==> src/rtl/uart_tx_sequencer.sv <==
// uart_tx_sequencer: valid/ready byte intake and 8-bit serial frame generator (start, data LSB first, optional parity, stop)
module uart_tx_sequencer #(
    parameter int CLKS_PER_BIT = 434,
    parameter bit PARITY_EN    = 1'b0,
    parameter bit PARITY_ODD   = 1'b0
) (
    input  logic       clk,
    input  logic       reset,
    input  logic       tx_valid,
    input  logic [7:0] tx_data,
    output logic       tx_ready,
    output logic       tx,
    output logic       busy,
    output logic       tx_done
);
    localparam int CW = $clog2(CLKS_PER_BIT);
    localparam logic [CW-1:0] CNT_MAX = CW'(CLKS_PER_BIT - 1);

    typedef enum logic [2:0] {IDLE, START, DATA, PARITY, STOP} state_t;

    state_t        state_q, state_d;
    logic [CW-1:0] cnt_q, cnt_d;
    logic [2:0]    bit_q, bit_d;
    logic [7:0]    shift_q, shift_d;
    logic          par_q, par_d;
    logic          tx_q, tx_d;
    logic          done_q, done_d;
    logic          bit_end;

    assign bit_end  = cnt_q == CNT_MAX;
    assign tx       = tx_q;
    assign tx_ready = state_q == IDLE;
    assign busy     = state_q != IDLE;
    assign tx_done  = done_q;

    // tx_d is the line level for the state being entered, so tx stays a clean flop output
    always_comb begin
        state_d = state_q;
        cnt_d   = bit_end ? '0 : cnt_q + CW'(1);
        bit_d   = bit_q;
        shift_d = shift_q;
        par_d   = par_q;
        tx_d    = tx_q;
        done_d  = 1'b0;
        unique case (state_q)
            IDLE: begin
                cnt_d = '0;
                if (tx_valid) begin
                    state_d = START;
                    shift_d = tx_data;
                    par_d   = (^tx_data) ^ PARITY_ODD;
                    tx_d    = 1'b0;
                end
            end
            START: if (bit_end) begin
                state_d = DATA;
                bit_d   = '0;
                tx_d    = shift_q[0];
            end
            DATA: if (bit_end) begin
                shift_d = {1'b1, shift_q[7:1]};
                bit_d   = bit_q + 3'd1;
                if (bit_q == 3'd7) begin
                    state_d = PARITY_EN ? PARITY : STOP;
                    tx_d    = PARITY_EN ? par_q : 1'b1;
                end else begin
                    tx_d = shift_q[1];
                end
            end
            PARITY: if (bit_end) begin
                state_d = STOP;
                tx_d    = 1'b1;
            end
            STOP: if (bit_end) begin
                state_d = IDLE;
                tx_d    = 1'b1;
                done_d  = 1'b1;
            end
            default: state_d = IDLE;
        endcase
    end

    always_ff @(posedge clk) begin
        if (!reset) begin
            state_q <= IDLE;
            cnt_q   <= '0;
            bit_q   <= '0;
            shift_q <= 8'hFF;
            par_q   <= 1'b0;
            tx_q    <= 1'b1;
            done_q  <= 1'b0;
        end else begin
            state_q <= state_d;
            cnt_q   <= cnt_d;
            bit_q   <= bit_d;
            shift_q <= shift_d;
            par_q   <= par_d;
            tx_q    <= tx_d;
            done_q  <= done_d;
        end
    end
endmodule

==> config.mk <==
export PLATFORM = sky130hd
export DESIGN_NAME = uart_tx_sequencer
export DESIGN_NICKNAME = d
export VERILOG_FILES = /design/src/rtl/uart_tx_sequencer.sv
export SDC_FILE = /design/constraint.sdc
export NUM_CORES = 1
export LEC_CHECK = 0
export BUFFER_PORTS_ARGS = -buffer_cell sky130_fd_sc_hd__clkbuf_2
export CORE_MARGIN = 3
export CORE_UTILIZATION = 45
export CTS_CLUSTER_SIZE = 8
export DETAILED_ROUTE_END_ITERATION = 10
export PLACE_DENSITY = 0.72
export SYNTH_ARGS = -nofsm -noshare
export SYNTH_HDL_FRONTEND = slang
export SYNTH_SLANG_ARGS = --single-unit
==> constraint.sdc <==
create_clock -name clk -period 1.7 [get_ports clk]
set_clock_uncertainty 0.1 [all_clocks]
set_input_delay 0.51 -clock clk [delete_from_list [all_inputs] [get_ports clk]]
set_output_delay 0.51 -clock clk [all_outputs]
set_load 0.01 [all_outputs]
==> results.md <==
- Initial DRC count: 29
- Post-cts hold buffer count: 0
- Filler cells: 217
- IO buf count: 14
- Slack of the critical path: -0.1503 ns
- Max FO, Critical Path: 3
- Syn_area_per_cell: 9.200 sq um
- Worst Hold End: state_q[0]
- #FFs+latches synth: 25
- Leak: 0.5919 nW
- Design Area, Final: 1572 sq um
- Diodes inserted: 0
- Worst r2r src: cnt_q[1]
- Register area share after synthesis: 0.4000
- Clock slew at reported path FFs: ~0.13 ns
- Max cap viols: 0
- Final WL: ~2600 um
- Die width: 58.73 um
- Nets: 179
- I/O pin count: 15
- CP Class: reg2out
- Critical-path cell with the highest stage delay: or3_4
- CP peak stage delay: 0.40 ns
- Cells after synthesis: around 140
- Area leader, netlist: dfxtp_1
- Largest net degree at the start of global routing: 19
- Hold Crit Depth: 3
- GR Overflow Total: 0
- Overall Global Routing Usage: 0.1476
- H-Tree Depth: 1
- XOR/XNOR Fraction of Synth Area: 0.05600
- CTS tree: yes
- Total negative setup slack: -0.2906 ns
- Worst Path Arrival: 1.24 ns
- DRC errors left: 0
- PD cells: 643.5 nW/um^2
- Synth top area share: 0.4000
- Ratio of cells with drive above 1 in the final layout: 0.3129
- Vias in the first global route: 931
- Largest family of logic cells by synthesized area: simple AND/OR/NAND/NOR gates
- Most common cell after layout, fill and taps aside: dfxtp_1
- Critical R2R Capture: shift_q[5]
- Root buffer cell: clkbuf_4
- Die area: 3449 sq um
- R2r setup slk: about 0.030 ns
- Initial Utilization: 0.4873
- Peak supply drop: between 0.5 and 0.6 mV
- Final GP Congestion: about 0.83
- Ys Warns: 0
- Synth top area cells: dfxtp_1 40%, mux2i_1 5.6%, o21a_1 4.8%, nor2_1 4.2%, ha_1 4.0%
- Post-Synth Simple-Gate Area: 0.2440
- Failing checks: setup timing
- Post-route ant nets: 0
- Synth Cell Area: 1251 sq um
- Drt first pass iters: 4
- Post-Synth Adder-Cell Area: 0.04000
- Setup-failing EPs final: 2
- Min-delay worst type: in2reg
- Placed cell areas: 1394 sq um
- Max-slew violations: 0
- Tightest Pin Transition: 0.3218 ns
- Layout Utilization: 0.6121
- Fin crit share: 1.088
- RSZ-0062 raised after global routing: yes
- WL/cell: 13.49 um
- FMAX: 540.4 MHz
- Most frequent cells in the layout: 20 x dfxtp_1, 14 x nor2_1, 13 x buf_4, 12 x clkbuf_2, 9 x nor3_1
- Row cnt: 18
- Synth-to-Final Area Change: 25.60%
- Compound-cell area share of the yosys netlist: 0.1450
- Routed vias: around 1,100
- Clock latency on the worst-skew pair: 0.32 ns
- Worst slew margin: 0.7855
- Post-synthesis mux area share: 0.05600
- Worst hold start: tx_valid
- CORE AREA: between 2000 and 3000 sq um
- First-pass GRT wire length: 4029 um
- Crit path required time: approximately 1.1 ns
- Syn Nets: roughly 150
- Post-synth cell types: 41
- Endpoints failing hold: 0
- Die extent in y: 58.73 um
- Final min period: between 1.5 and 2 ns
- Initial antenna violation count: 0
- Critical-path cell list: or3_4, inv_2, buf_6
- Final HPWL DP: 1720 um
- Clock Sinks: 25
- TritonCTS Buffers: 3
- Outcome: complete, but fails checks
- Vias/cell: 5.497
- Clk buf depth: 2
- Startpoint types: flop
- R2R cell count: 9
- CP Capture Type: output pin
[area by class of cell]
| cell class | count | area [sq um] | area share |
|---|---|---|---|
| clock buffers | 4 | 26.28 | 0.01672 |
| repair buffers | 32 | 275.3 | 0.1752 |
| flip-flops and latches | 25 | 514.2 | 0.3272 |
| inverters | 2 | 7.507 | 0.004777 |
| well taps | 30 | 37.54 | 0.02389 |
| multi-input cells | 100 | 710.7 | 0.4522 |
[report_power, final]
part	total (mW)	leakage (nW)	switching [mW]	internal, mW
clock network	0.262	0.0150	0.170	0.0918
registers	0.616	0.207	0.0131	0.603
logic	0.133	0.370	0.0651	0.0679
total	1.01	0.592	0.248	0.763
[stage by stage]
step	worst slack, ns	instances	hold slack, ns	power [mW]
5_1_grt	-0.1906	193	0.3429	1.059
3_5_place_dp	0.03580	181	0.3384	0.7475
4_1_cts	-0.1687	187	0.3443	1.002
2_1_floorplan	0.008070	136	0.3182	0.7032
3_3_place_gp	0.08820	181	0.3273	0.7411
6_report	-0.1503	193	0.3376	1.011
[registers in the layout (all words and copies together), names as in the netlist]
register,count
cnt_q,9
shift_q,8
bit_q,3
state_q,3
tx,1
tx_done,1
[logic make-up (layout without fill, tap and decap cells)]
family / Yosys count / after routing
multiplexers: 7 / 7
AND/OR/NAND/NOR: 53 / 53
XOR/XNOR: 8 / 8
flip-flops: 25 / 25
AO/OA/AOI/OAI: 28 / 28
adder cells (fa/ha/maj): 4 / 4
buffers and inverters: 11 / 38
[Yosys cell counts, drive strengths merged]
cell	number
dfxtp	25
nor2	14
nor3	10
o21ai	9
o21a	8
buf	7
mux2i	7
nand2	6
xnor2	5
ha	4
nor2b	4
nand3	3
nor3b	3
o31ai	3
xor2	3
a21boi	2
a21oi	2
clkbuf	2
inv	2
nor4b	2
or3b	2
a211oi	1
a22oi	1
and2	1
and4	1
nand2b	1
nand4	1
nand4b	1
nand4bb	1
nor4	1
o21bai	1
o22ai	1
or2	1
or3	1
[critical path: cells and delay by family (launching register included)]
family | cells | cell delay (ns)
DFF | 1 | 0.37
and+or+nand+nor | 1 | 0.40
buffers and inverters | 2 | 0.16
[timing repair]
action,4_1_cts,5_1_grt
setup buffers,2,4
gates cloned,0,2
pin swaps,1,9
hold endpoints to repair,0,0
gates resized for setup,5,14
endpoints found under the setup margin,2,11
[worst max-delay path by stage]
stage,from,endpoint,slack (ns),cells past startpoint
final,state_q[0],tx_ready,-0.15,3
after global routing,state_q[0],tx_ready,-0.19,3
after CTS,state_q[2],tx_ready,-0.17,3
after detailed placement,cnt_q[1],state_q[1],0.04,6
after global placement,cnt_q[1],state_q[1],0.09,6
after floorplan,state_q[2],shift_q[1],0.008,8
[routing by layer]
metal  part of all wire  routed length [um]  GRT usage
met5                  0                   0          0
met4                  0                   0    0.05825
met3              0.050                 129    0.03289
met2               0.47                1231     0.2429
met1               0.48                1242     0.1861
(Power assumes the default switching activity.)
